File: config.mk
export PLATFORM = sky130hd
export DESIGN_NAME = word_unpacker
export DESIGN_NICKNAME = d
export VERILOG_FILES = /design/src/rtl/word_unpacker_pkg.sv /design/src/rtl/word_unpacker.sv
export SDC_FILE = /design/constraint.sdc
export NUM_CORES = 1
export LEC_CHECK = 0
export ABC_AREA = 1
export CAP_MARGIN = 20
export CORE_MARGIN = 8
export CORE_UTILIZATION = 51
export CTS_CLUSTER_SIZE = 14
export DETAILED_ROUTE_END_ITERATION = 8
export PLACE_DENSITY = 0.88
export SETUP_SLACK_MARGIN = 0.4
export SYNTH_ARGS = -nofsm -noshare
export SYNTH_HDL_FRONTEND = slang
export SYNTH_SLANG_ARGS = --single-unit
File: constraint.sdc
create_clock -name block1_clk -period 6.2 [get_ports block1_clk]
set_clock_uncertainty 0.15 [all_clocks]
set_input_delay 0.62 -clock block1_clk [delete_from_list [all_inputs] [get_ports block1_clk]]
set_output_delay 0.62 -clock block1_clk [all_outputs]
set_load 0.1 [all_outputs]
File: src/rtl/word_unpacker_pkg.sv
// Shared message-parsing constants and types for the FIFO word unpacker.
package word_unpacker_pkg;

  localparam int unsigned UNP_WORD_W         = 64;
  localparam int unsigned UNP_LOG_W          = 3;
  localparam int unsigned UNP_BYTES_PER_WORD = 1 << UNP_LOG_W;
  localparam int unsigned UNP_BYTE_W         = 8;
  localparam int unsigned UNP_COUNT_W        = 16;

  typedef enum logic {
    UNP_IDLE = 1'b0,
    UNP_EMIT = 1'b1
  } unp_state_e;

endpackage

File: src/rtl/word_unpacker.sv
// Pops words from a first-word-fall-through FIFO and streams them out MSB byte first
// with a valid/ack handshake; back-to-back words are emitted without a bubble.
module word_unpacker
  import word_unpacker_pkg::*;
#(
  parameter int unsigned WordWidth = UNP_WORD_W,
  parameter int unsigned LogWidth  = UNP_LOG_W
) (
  input  logic                   block1_clk,
  input  logic                   block1_reset,
  input  logic                   unp_empty,
  input  logic [WordWidth-1:0]   unp_r_data,
  output logic                   unp_rd,
  output logic                   unp_ByteValid,
  output logic [UNP_BYTE_W-1:0]  unp_Byte,
  output logic                   unp_ByteLast,
  input  logic                   unp_ByteAck,
  output logic [UNP_COUNT_W-1:0] unp_WordCount
);

  localparam int unsigned IdxW         = (LogWidth > 0) ? LogWidth : 1;
  localparam int unsigned BytesPerWord = 1 << LogWidth;
  localparam logic [IdxW-1:0] LastIdx  = IdxW'(BytesPerWord - 1);

  unp_state_e             state_q, state_d;
  logic [IdxW-1:0]        idx_q, idx_d;
  logic [WordWidth-1:0]   shreg_q, shreg_d;
  logic                   valid_q, valid_d;
  logic                   last_q, last_d;
  logic [UNP_COUNT_W-1:0] count_q, count_d;

  // State and datapath registers.
  always_ff @(posedge block1_clk or posedge block1_reset) begin
    if (block1_reset) begin
      state_q <= UNP_IDLE;
      idx_q   <= '0;
      shreg_q <= '0;
      valid_q <= 1'b0;
      last_q  <= 1'b0;
      count_q <= '0;
    end else begin
      state_q <= state_d;
      idx_q   <= idx_d;
      shreg_q <= shreg_d;
      valid_q <= valid_d;
      last_q  <= last_d;
      count_q <= count_d;
    end
  end

  // Next-state, pop strobe and datapath updates.
  always_comb begin
    state_d = state_q;
    idx_d   = idx_q;
    shreg_d = shreg_q;
    count_d = count_q;
    unp_rd  = 1'b0;

    case (state_q)
      UNP_IDLE: begin
        if (!unp_empty) begin
          unp_rd  = 1'b1;
          shreg_d = unp_r_data;
          idx_d   = '0;
          state_d = UNP_EMIT;
        end
      end
      UNP_EMIT: begin
        if (unp_ByteAck) begin
          if (idx_q != LastIdx) begin
            shreg_d = shreg_q << UNP_BYTE_W;
            idx_d   = idx_q + IdxW'(1);
          end else if (!unp_empty) begin
            // Chain straight into the next word so valid never drops.
            unp_rd  = 1'b1;
            shreg_d = unp_r_data;
            idx_d   = '0;
          end else begin
            shreg_d = shreg_q << UNP_BYTE_W;
            idx_d   = '0;
            state_d = UNP_IDLE;
          end
        end
      end
      default: state_d = UNP_IDLE;
    endcase

    // Held word is abandoned on reset, so no pop may escape while it is high.
    if (block1_reset) begin
      unp_rd = 1'b0;
    end

    if (unp_rd) begin
      count_d = count_q + UNP_COUNT_W'(1);
    end

    valid_d = (state_d == UNP_EMIT);
    last_d  = (state_d == UNP_EMIT) && (idx_d == LastIdx);
  end

  assign unp_ByteValid = valid_q;
  assign unp_ByteLast  = last_q;
  assign unp_Byte      = shreg_q[WordWidth-1 -: UNP_BYTE_W];
  assign unp_WordCount = count_q;

endmodule

==> impl_metrics.xml, run 1 <==
<?xml version="1.0" encoding="UTF-8"?>
<metrics>
  <group name="status">
    <metric name="outcome" unit="">completed</metric>
  </group>
  <group name="cts">
    <metric name="clock_root_buffer_master" unit="">clkbuf_8</metric>
    <metric name="postCtsHoldBufs" unit="">0</metric>
    <metric name="cts-buffers-inserted" unit="">9</metric>
    <metric name="insertion_delay" unit="ps">350</metric>
    <metric name="clkSinkCount" unit="">85</metric>
    <metric name="worst_setup_hold_path_clk_slew" unit="ps">80</metric>
    <metric name="cts_tree" unit="">yes</metric>
    <metric name="cts_setup_buffers" unit="">0</metric>
    <metric name="cts.repair.resized" unit="">0</metric>
    <metric name="clock_path_buffers" unit="">2</metric>
    <metric name="cts_htree_levels" unit="">3</metric>
  </group>
  <group name="place">
    <metric name="place.gp.congestion" unit="">0.826</metric>
    <metric name="preCtsSetupSlack" unit="ps">2590</metric>
    <metric name="post-dp-hpwl" unit="um">7060</metric>
    <metric name="placement.io_buffers" unit="">94</metric>
  </group>
  <group name="die">
    <metric name="rows" unit="">32</metric>
    <metric name="initial_utilization" unit="%">52.8</metric>
    <metric name="dieWidth" unit="um">106</metric>
    <metric name="die_y" unit="um">106</metric>
    <metric name="placeableCoreArea" unit="um2">7770</metric>
    <metric name="ios" unit="">95</metric>
    <metric name="die_area" unit="um2">11200</metric>
  </group>
  <group name="cells_and_area">
    <metric name="final_net_count" unit="">639</metric>
    <metric name="layout-drive-gt1-share" unit="%">4.55</metric>
    <metric name="area_growth" unit="%">26.9</metric>
    <metric name="nFillCells" unit="">647</metric>
    <metric name="final-seq-area" unit="um2">2130</metric>
    <metric name="mostFrequentLayoutCells" unit="">nand2_1 (97), clkdlybuf4s50_1 (94), dfrtp_1 (84)</metric>
    <metric name="antennaDiodeCount" unit="">0</metric>
    <metric name="fin_util" unit="%">67.0</metric>
    <metric name="multi_input_area" unit="um2">1640</metric>
    <metric name="layout.cells.most_common" unit="">nand2_1</metric>
  </group>
  <group name="power">
    <metric name="power.leakage" unit="nW">2.29</metric>
    <metric name="post_layout_power" unit="W">0.00215</metric>
    <metric name="cellPowerDensity" unit="nW/um2">414</metric>
    <metric name="power.ir.vdd_worst" unit="mV">0.414</metric>
  </group>
  <group name="timing">
    <metric name="finalSetupTns" unit="ps">0</metric>
    <metric name="finalWorstPathRequiredPeriod" unit="ps">3730</metric>
    <metric name="timing.final.crit_share" unit="%">60.1</metric>
    <metric name="timing.slew.headroom" unit="%">32.8</metric>
    <metric name="tightest_pin_transition" unit="ps">1010</metric>
    <metric name="final_setup_fails" unit="">0</metric>
    <metric name="max_freq" unit="MHz">268</metric>
    <metric name="report.final.slew_viol_count" unit="">0</metric>
    <metric name="final.setup.worst_slack" unit="ps">2470</metric>
    <metric name="hold_violations" unit="">0</metric>
    <metric name="rsz0062_at_grt" unit="">no</metric>
  </group>
  <group name="global_routing">
    <metric name="grt_antenna_before_repair" unit="">0</metric>
    <metric name="global_route.overflow_total" unit="">0</metric>
    <metric name="first_global_vias" unit="">3596</metric>
    <metric name="grt_first_pass_wirelength" unit="um">17200</metric>
    <metric name="global_route_usage_over_all_layers" unit="%">18.7</metric>
    <metric name="pin_count_of_the_biggest_net_entering_global_routing" unit="">130</metric>
  </group>
  <group name="logic_synthesis">
    <metric name="number_of_synthesized_flops_with_an_enable_pin" unit="">0</metric>
    <metric name="synthesis.area_per_instance" unit="um2">8.23</metric>
    <metric name="postSynth.asyncResetShare" unit="%">100</metric>
    <metric name="postSynth.topFlopCell" unit="">dfrtp_1</metric>
    <metric name="ys_top_cells_by_area" unit="">dfrtp_1 (52%), nand2_1 (8.9%), nand3_1 (8.1%), nor2_1 (7.4%), a31oi_1 (7.3%)</metric>
    <metric name="yosysWarningCount" unit="">0</metric>
    <metric name="synth_top_area_cell" unit="">dfrtp_1</metric>
    <metric name="synth.top_cell.area_share" unit="%">51.9</metric>
    <metric name="synth_sequential_area_ratio" unit="%">51.9</metric>
    <metric name="post_synth_inst_count" unit="">498</metric>
    <metric name="syn-cell-area" unit="um2">4100</metric>
    <metric name="synth.net_count" unit="">569</metric>
    <metric name="yosys_reg_bits" unit="">85</metric>
    <metric name="synthDistinctLibCells" unit="">22</metric>
  </group>
  <group name="setup_path">
    <metric name="cpLargestDelayFamily" unit="">buffers and inverters</metric>
    <metric name="timing.critical_path.buf_inv" unit="">2</metric>
    <metric name="crit_chain" unit="">nand2_1, nand2_2, inv_1, clkdlybuf4s50_1</metric>
    <metric name="worst-setup-path-type" unit="">flop to output port</metric>
    <metric name="slowest_delay" unit="ps">1040</metric>
    <metric name="crit_required" unit="ps">5430</metric>
    <metric name="worst_path_max_delay_cell" unit="">dfrtp_2</metric>
    <metric name="endpoint_kind" unit="">output port</metric>
    <metric name="crit_fanout" unit="">57</metric>
    <metric name="worstSetupStartpointType" unit="">flop</metric>
    <metric name="crit_arrival" unit="ps">2960</metric>
  </group>
  <group name="routing">
    <metric name="drt-initial-drc-count" unit="">278</metric>
    <metric name="drt-wirelength-per-cell" unit="um">15.6</metric>
    <metric name="routed_wirelength" unit="um">10500</metric>
    <metric name="via_per_inst" unit="">5.55</metric>
    <metric name="ant_nets" unit="">0</metric>
    <metric name="via_count" unit="">3735</metric>
    <metric name="drt_pre_antenna_iters" unit="">5</metric>
    <metric name="drcViolationCount" unit="">0</metric>
  </group>
  <group name="worst_hold_path">
    <metric name="worst_hold_path_type" unit="">flop to flop</metric>
  </group>
  <group name="job">
    <metric name="cap_violations" unit="">0</metric>
  </group>
</metrics>
[cell usage after synthesis (3+ instances only)]
cell type / count
nand2_1: 97
dfrtp_1: 85
nor2_1: 81
nand3_1: 66
a31oi_1: 48
inv_1: 29
o21ai_0: 17
buf_4: 16
clkbuf_1: 13
a21oi_1: 12
buf_2: 10
xor2_1: 7
nand3b_1: 4
ha_1: 3
nand2_2: 3
[cells by family after synthesis]
kind of cell	Yosys count	share of synthesized area, %
compound gates	79	11.2
xor+xnor	8	1.71
fa+ha+maj	3	0.916
buf+inv	69	8.27
flops	85	51.9
simple gates	254	26.0
[flip-flops by register name (all words and copies together), names as in the netlist]
| register | count |
|---|---|
| unp_ByteLast | 1 |
| unp_ByteValid | 1 |
| shreg_q | 64 |
| idx_q | 3 |
| unp_WordCount | 16 |
[final cells by class]
cell class	count	area share, %
Clock buffer	9	2.38
Sequential cell	85	40.9
Multi-Input combinational cell	344	31.5
Clock inverter	5	1.03
Inverter	29	2.12
Timing Repair Buffer	99	19.6
Tap cell	102	2.45
[where the power goes]
group          switching (W)  total, W  internal (W)  leakage [nW]
sequential          0.000137  0.000885      0.000748         0.991
clock               0.000188  0.000369      0.000180        0.0947
combinational       0.000593  0.000897      0.000304          1.21
total               0.000919   0.00215       0.00123          2.29
[through the flow]
stage                     instance area [um2]  std cells  hold slack (ps)
after floorplan                          4100        498              332
after global placement                   4970        657              320
after detailed placement                 4970        657              352
after CTS                                5150        671              371
after global routing                     5200        673              393
final                                    5200        673              366
[layer usage]
layer | share of wire [%] | routed length, um | GRT usage (%)
met4 | 2.0 | 206 | 7.04
met3 | 6.7 | 698 | 4.26
met1 | 41 | 4340 | 23.6
met2 | 50 | 5250 | 30.7
met5 | 0 | 0 | 0
[final timing paths]
check	depth (start not counted)	start	slack [ps]	endpoint
min in group asynchronous	3	block1_reset	460	unp_WordCount[9]
worst max-delay path	4	unp_ByteValid	2470	unp_rd
worst min-delay path	2	shreg_q[11]	370	shreg_q[11]
worst max register to register	8	idx_q[0]	3050	shreg_q[13]
worst min register to register	2	shreg_q[11]	370	shreg_q[11]
max in group asynchronous	4	block1_reset	4840	shreg_q[56]
[worst min-delay path, stage by stage, from the launching register on]
cell,delay (ps)
dfrtp_1,350
nor2_1,50
nor2_1,80
Power figures use the tool's default switching activity.
==> run 2, diff against run 1 <==
Settings changed: CORE_UTILIZATION 51 to 50, PLACE_DENSITY 0.88 to 0.87.
Clock period 6.2 ns to 3.8 ns, I/O delays scaled along.
==> run 2 against run 1 <==
Net effect: sequential cell count unchanged; setup slack got worse by 1400 ps; largest power group unchanged; wire length is 4.7% lower; design area shrank 0.22%; sequential power increased by 63%; global-route usage decreased by 0.65 points; non-clock buffer count up 2.
==> impl_metrics.xml, run 2 (same netlist as run 1, synthesis figures left out) <==
<?xml version="1.0" encoding="UTF-8"?>
<metrics>
  <group name="timing">
    <metric name="timing.slew.headroom" unit="%">33.6</metric>
    <metric name="final_setup_fails" unit="">0</metric>
    <metric name="finalWorstPathRequiredPeriod" unit="ps">2740</metric>
    <metric name="report.final.slew_viol_count" unit="">0</metric>
    <metric name="finalSetupTns" unit="ps">0</metric>
    <metric name="worst_hold_slack_after_final_layout" unit="ps">359</metric>
    <metric name="rsz0062_at_grt" unit="">no</metric>
    <metric name="timing.final.crit_share" unit="%">72.1</metric>
    <metric name="tightest_pin_transition" unit="ps">993</metric>
    <metric name="max_freq" unit="MHz">365</metric>
    <metric name="hold_violations" unit="">0</metric>
  </group>
  <group name="die">
    <metric name="initial_utilization" unit="%">50.6</metric>
    <metric name="rows" unit="">33</metric>
    <metric name="dieWidth" unit="um">107</metric>
    <metric name="die_y" unit="um">107</metric>
    <metric name="ios" unit="">95</metric>
    <metric name="die_area" unit="um2">11300</metric>
    <metric name="placeableCoreArea" unit="um2">8090</metric>
  </group>
  <group name="cts">
    <metric name="postCtsHoldBufs" unit="">0</metric>
    <metric name="cts_tree" unit="">yes</metric>
    <metric name="cts_setup_buffers" unit="">0</metric>
    <metric name="worst_setup_hold_path_clk_slew" unit="ps">80</metric>
    <metric name="cts-buffers-inserted" unit="">9</metric>
    <metric name="clkSinkCount" unit="">85</metric>
    <metric name="insertion_delay" unit="ps">350</metric>
    <metric name="cts_htree_levels" unit="">3</metric>
    <metric name="clock_path_buffers" unit="">2</metric>
    <metric name="clock_root_buffer_master" unit="">clkbuf_8</metric>
    <metric name="cts.repair.resized" unit="">0</metric>
  </group>
  <group name="setup_path">
    <metric name="reg2reg_slack" unit="ps">1060</metric>
    <metric name="endpoint_kind" unit="">flop</metric>
    <metric name="timing.rr.end" unit="">shreg_q[55]</metric>
    <metric name="critical_path.startpoint" unit="">unp_ByteValid</metric>
    <metric name="slowest_delay" unit="ps">1000</metric>
    <metric name="worstReg2RegStart" unit="">unp_ByteValid</metric>
    <metric name="crit_required" unit="ps">3910</metric>
    <metric name="worst-setup-path-type" unit="">flop to flop</metric>
    <metric name="crit_arrival" unit="ps">2850</metric>
    <metric name="crit_chain" unit="">nand2_1, o21ai_4, buf_4, nor2_1, a31oi_1</metric>
    <metric name="crit_fanout" unit="">71</metric>
    <metric name="ff_to_ff_path_depth" unit="">5</metric>
    <metric name="worstSetupStartpointType" unit="">flop</metric>
    <metric name="worst_path_max_delay_cell" unit="">dfrtp_2</metric>
  </group>
  <group name="power">
    <metric name="power.ir.vdd_worst" unit="mV">0.295</metric>
    <metric name="post_layout_power" unit="W">0.00352</metric>
    <metric name="power.leakage" unit="nW">2.29</metric>
    <metric name="cellPowerDensity" unit="nW/um2">678</metric>
  </group>
  <group name="routing">
    <metric name="via_count" unit="">3631</metric>
    <metric name="routed_wirelength" unit="um">10000</metric>
    <metric name="drt-wirelength-per-cell" unit="um">14.7</metric>
    <metric name="drcViolationCount" unit="">0</metric>
    <metric name="via_per_inst" unit="">5.35</metric>
    <metric name="drt-initial-drc-count" unit="">192</metric>
    <metric name="drt_pre_antenna_iters" unit="">4</metric>
    <metric name="ant_nets" unit="">0</metric>
  </group>
  <group name="place">
    <metric name="placed_cells_incl_taps" unit="">664</metric>
    <metric name="placement.io_buffers" unit="">94</metric>
    <metric name="post-dp-hpwl" unit="um">7190</metric>
    <metric name="place.gp.congestion" unit="">0.848</metric>
  </group>
  <group name="global_routing">
    <metric name="pin_count_of_the_biggest_net_entering_global_routing" unit="">72</metric>
    <metric name="grt_antenna_before_repair" unit="">0</metric>
    <metric name="first_global_vias" unit="">3589</metric>
    <metric name="global_route_usage_over_all_layers" unit="%">18.1</metric>
    <metric name="grt_first_pass_wirelength" unit="um">16700</metric>
    <metric name="global_route.overflow_total" unit="">0</metric>
  </group>
  <group name="cells_and_area">
    <metric name="regMostFlops" unit="">shreg_q</metric>
    <metric name="layoutNonFillerInstCount" unit="">679</metric>
    <metric name="layout.cells.most_common" unit="">nand2_1</metric>
    <metric name="area_growth" unit="%">26.7</metric>
    <metric name="antennaDiodeCount" unit="">0</metric>
    <metric name="layout-drive-gt1-share" unit="%">4.88</metric>
    <metric name="mostFrequentLayoutCells" unit="">nand2_1 (97), clkdlybuf4s50_1 (92), dfrtp_1 (84)</metric>
    <metric name="final_net_count" unit="">641</metric>
    <metric name="largest_register_ffs" unit="">64</metric>
    <metric name="nFillCells" unit="">692</metric>
  </group>
  <group name="worst_hold_path">
    <metric name="worst_hold_path_type" unit="">flop to flop</metric>
    <metric name="min_to" unit="">unp_WordCount[15]</metric>
    <metric name="hold_path_startpoint" unit="">unp_WordCount[15]</metric>
    <metric name="holdPathStages" unit="">2</metric>
  </group>
  <group name="status">
    <metric name="outcome" unit="">completed</metric>
  </group>
  <group name="job">
    <metric name="cap_violations" unit="">0</metric>
  </group>
</metrics>
[run 2: critical path, delay by kind of cell, from the launching register on]
family	cells	cell delay [ps]
flops	1	1000
simple gates	2	350
buf+inv	1	630
compound gates	2	500
[run 2: final cells by class]
| type | count | area (um2) | share of cell area (%) |
|---|---|---|---|
| multi-input combinational | 344 | 1640 | 31.6 |
| inverter | 29 | 110 | 2.12 |
| sequential | 85 | 2130 | 41.0 |
| clock inverter | 1 | 30.0 | 0.579 |
| timing repair buffer | 101 | 988 | 19.0 |
| tap | 105 | 131 | 2.53 |
| clock buffer | 14 | 163 | 3.13 |
[run 2: report_power, final]
| group | total (W) | switching [W] | internal, W |
|---|---|---|---|
| clock | 0.000629 | 0.000291 | 0.000338 |
| combinational | 0.00145 | 0.000958 | 0.000488 |
| sequential | 0.00144 | 0.000221 | 0.00122 |
[run 2: how the worst max path moves through the flow]
| stage | endpoint | slack [ps] | cells after the start |
|---|---|---|---|
| finish | shreg_q[55] | 1060 | 5 |
| global route | shreg_q[55] | 800 | 5 |
| CTS | unp_rd | 1060 | 4 |
| detailed placement | shreg_q[27] | 1110 | 5 |
| global placement | shreg_q[52] | 1200 | 5 |
| floorplan | idx_q[0] | 1080 | 1 |
[run 2: per-layer routing]
| metal | vias up | global-route usage (%) | share of wire (%) |
|---|---|---|---|
| li1 | 1788 | - | - |
| met1 | 1704 | 23.5 | 45 |
| met2 | 120 | 28.5 | 47 |
| met3 | 19 | 4.05 | 6.0 |
| met4 | 0 | 7.54 | 2.0 |
| met5 | - | 0 | 0 |
[run 2: through the flow]
step | instance area (um2) | setup WS, ps | util (%)
final | 5190 | 1060 | 64.1
after global routing | 5190 | 798 | 64.1
after CTS | 5190 | 1060 | 64.1
after detailed placement | 5000 | 1110 | 61.8
after global placement | 5000 | 1200 | 61.8
after floorplan | 4100 | 1080 | -
==> run 3, diff against run 2 <==
Clock period 3.8 ns to 2.7 ns, I/O delays scaled along.
==> run 3 against run 2 <==
Net effect: total power rose by 44%; cell count rose by 0.59%; highest routed layer unchanged; die area did not move; combinational power rose by 43%; critical path depth rose by 2; via count did not move; largest cell class unchanged; register-to-register slack got worse by 360 ps; clock-buffer cell count fell by 4; global-route usage rose by 0.34 points; design area rose by 0.94%.
==> impl_metrics.xml, run 3 (same netlist as run 1, synthesis figures left out) <==
<?xml version="1.0" encoding="UTF-8"?>
<metrics>
  <group name="die">
    <metric name="dieWidth" unit="um">107</metric>
    <metric name="die_y" unit="um">107</metric>
    <metric name="die_area" unit="um2">11300</metric>
    <metric name="ios" unit="">95</metric>
    <metric name="rows" unit="">33</metric>
    <metric name="placeableCoreArea" unit="um2">8090</metric>
    <metric name="initial_utilization" unit="%">50.6</metric>
  </group>
  <group name="timing">
    <metric name="report.final.slew_viol_count" unit="">0</metric>
    <metric name="hold_violations" unit="">0</metric>
    <metric name="timing.slew.headroom" unit="%">70.9</metric>
    <metric name="tightest_pin_transition" unit="ps">437</metric>
    <metric name="finalSetupTns" unit="ps">0</metric>
    <metric name="final_setup_fails" unit="">0</metric>
    <metric name="rsz0062_at_grt" unit="">no</metric>
    <metric name="timing.final.crit_share" unit="%">83.3</metric>
    <metric name="max_freq" unit="MHz">445</metric>
    <metric name="finalWorstPathRequiredPeriod" unit="ps">2250</metric>
  </group>
  <group name="cells_and_area">
    <metric name="regMostFlops" unit="">shreg_q</metric>
    <metric name="mostFrequentLayoutCells" unit="">nand2_1 (97), dfrtp_1 (84), nor2_1 (81)</metric>
    <metric name="final_net_count" unit="">645</metric>
    <metric name="nFillCells" unit="">700</metric>
    <metric name="area_growth" unit="%">27.8</metric>
    <metric name="layout-drive-gt1-share" unit="%">10.6</metric>
    <metric name="antennaDiodeCount" unit="">0</metric>
    <metric name="post-route-cell-area" unit="um2">5240</metric>
    <metric name="largest_register_ffs" unit="">64</metric>
    <metric name="layoutNonFillerInstCount" unit="">683</metric>
    <metric name="layout.cells.most_common" unit="">nand2_1</metric>
  </group>
  <group name="setup_path">
    <metric name="worst-setup-path-type" unit="">flop to output port</metric>
    <metric name="slowest_delay" unit="ps">420</metric>
    <metric name="crit_chain" unit="">ha_1, ha_1, nand2_1, nand2_1, nand2_4, clkinvlp_4, buf_12</metric>
    <metric name="crit_fanout" unit="">4</metric>
    <metric name="crit_arrival" unit="ps">1830</metric>
    <metric name="endpoint_kind" unit="">output port</metric>
    <metric name="timing.critical_path.buf_inv" unit="">2</metric>
    <metric name="worstSetupStartpointType" unit="">flop</metric>
    <metric name="cpLargestDelayFamily" unit="">adder cells</metric>
    <metric name="crit_required" unit="ps">2280</metric>
    <metric name="worst_path_max_delay_cell" unit="">dfrtp_1</metric>
  </group>
  <group name="global_routing">
    <metric name="first_global_vias" unit="">3545</metric>
    <metric name="met2_usage" unit="%">30.3</metric>
    <metric name="grt.busiest_layer" unit="">met2</metric>
    <metric name="global_route.overflow_total" unit="">0</metric>
    <metric name="grt_first_pass_wirelength" unit="um">16900</metric>
    <metric name="global_route_usage_over_all_layers" unit="%">18.4</metric>
    <metric name="gr_layer_usage_met3" unit="%">4.60</metric>
    <metric name="grt_util_met1" unit="%">22.7</metric>
    <metric name="pin_count_of_the_biggest_net_entering_global_routing" unit="">86</metric>
    <metric name="grt_antenna_before_repair" unit="">0</metric>
  </group>
  <group name="power">
    <metric name="power.leakage" unit="nW">2.36</metric>
    <metric name="cellPowerDensity" unit="nW/um2">964</metric>
    <metric name="power.ir.vdd_worst" unit="mV">0.533</metric>
  </group>
  <group name="routing">
    <metric name="via_per_inst" unit="">5.32</metric>
    <metric name="drcViolationCount" unit="">0</metric>
    <metric name="drt-initial-drc-count" unit="">248</metric>
    <metric name="drt-wirelength-per-cell" unit="um">14.9</metric>
    <metric name="via_count" unit="">3631</metric>
    <metric name="drt_pre_antenna_iters" unit="">5</metric>
    <metric name="routed_wirelength" unit="um">10200</metric>
    <metric name="ant_nets" unit="">0</metric>
  </group>
  <group name="cts">
    <metric name="clock_root_buffer_master" unit="">clkbuf_8</metric>
    <metric name="cts_tree" unit="">yes</metric>
    <metric name="worst_setup_hold_path_clk_slew" unit="ps">80</metric>
    <metric name="clkSinkCount" unit="">85</metric>
    <metric name="insertion_delay" unit="ps">350</metric>
    <metric name="postCtsHoldBufs" unit="">0</metric>
    <metric name="cts-buffers-inserted" unit="">9</metric>
    <metric name="cts_htree_levels" unit="">3</metric>
    <metric name="clock_path_buffers" unit="">2</metric>
  </group>
  <group name="job">
    <metric name="cap_violations" unit="">0</metric>
  </group>
  <group name="place">
    <metric name="place.gp.congestion" unit="">0.841</metric>
    <metric name="placement.io_buffers" unit="">94</metric>
    <metric name="placed_cells_incl_taps" unit="">665</metric>
    <metric name="post-dp-hpwl" unit="um">7270</metric>
    <metric name="placed_area" unit="um2">5000</metric>
  </group>
  <group name="worst_hold_path">
    <metric name="worst_hold_path_type" unit="">primary input to async pin</metric>
  </group>
  <group name="status">
    <metric name="outcome" unit="">completed</metric>
  </group>
</metrics>
-- run 3: cell count changes in the layout (fill, tap and decap cells not counted), moves of 2 or more --
cell             delta
clkinv_2            +2
buf_12              +4
clkbuf_1            -3
clkinvlp_4          +2
clkdlybuf4s50_1    -25
buf_4              +25
-- run 3: tightest hold or removal path: cells and delay by family --
| family | cells | cell delay (ps) |
|---|---|---|
| buffers and inverters | 3 | 930 |
-- run 3: where the power goes --
group,switching [W],internal [W],total (W)
clock,0.000430,0.000537,0.000966
sequential,0.000284,0.00172,0.00200
combinational,0.00139,0.000693,0.00208
total,0.00210,0.00295,0.00505
-- run 3: final cells by class --
type	instances	area, um2	share of cell area, %
flip-flops and latches	85	2130	40.6
multi-input cells	344	1640	31.4
repair buffers	105	1010	19.2
clock buffers	10	138	2.63
well taps	105	131	2.51
inverters	29	116	2.22
clock inverters	5	75.1	1.43
-- run 3: worst paths after layout --
kind / from / end / slack (ps) / depth (start not counted)
min: block1_reset / idx_q[0] / 270 / 3
max in group asynchronous: block1_reset / shreg_q[46] / 1790 / 3
min reg2reg: unp_WordCount[15] / unp_WordCount[15] / 350 / 2
max: idx_q[0] / unp_rd / 450 / 7
min in group block1_clk: unp_r_data[32] / shreg_q[32] / 320 / 3
max reg2reg: idx_q[0] / shreg_q[10] / 700 / 8
-- run 3: routing by layer --
layer | wire [um] | vias to the layer above
met4 | 170 | 0
met3 | 510 | 13
met5 | 0 | -
met1 | 4520 | 1719
met2 | 5000 | 101
li1 | - | 1798
-- run 3: what timing repair did --
action / in CTS / in global routing
setup endpoints to repair: 1 / 1
resized for setup: 1 / 0
setup buffers: 1 / 2
pin swaps: 1 / 0
-- run 3: metrics by stage --
step	utilization [%]	hold slack (ps)	setup slack, ps	power [W]
2_1_floorplan	-	211	423	0.00364
3_3_place_gp	61.8	318	659	0.00401
3_5_place_dp	61.8	332	596	0.00410
4_1_cts	64.5	290	412	0.00506
5_1_grt	64.7	317	392	0.00538
6_report	64.7	274	452	0.00505
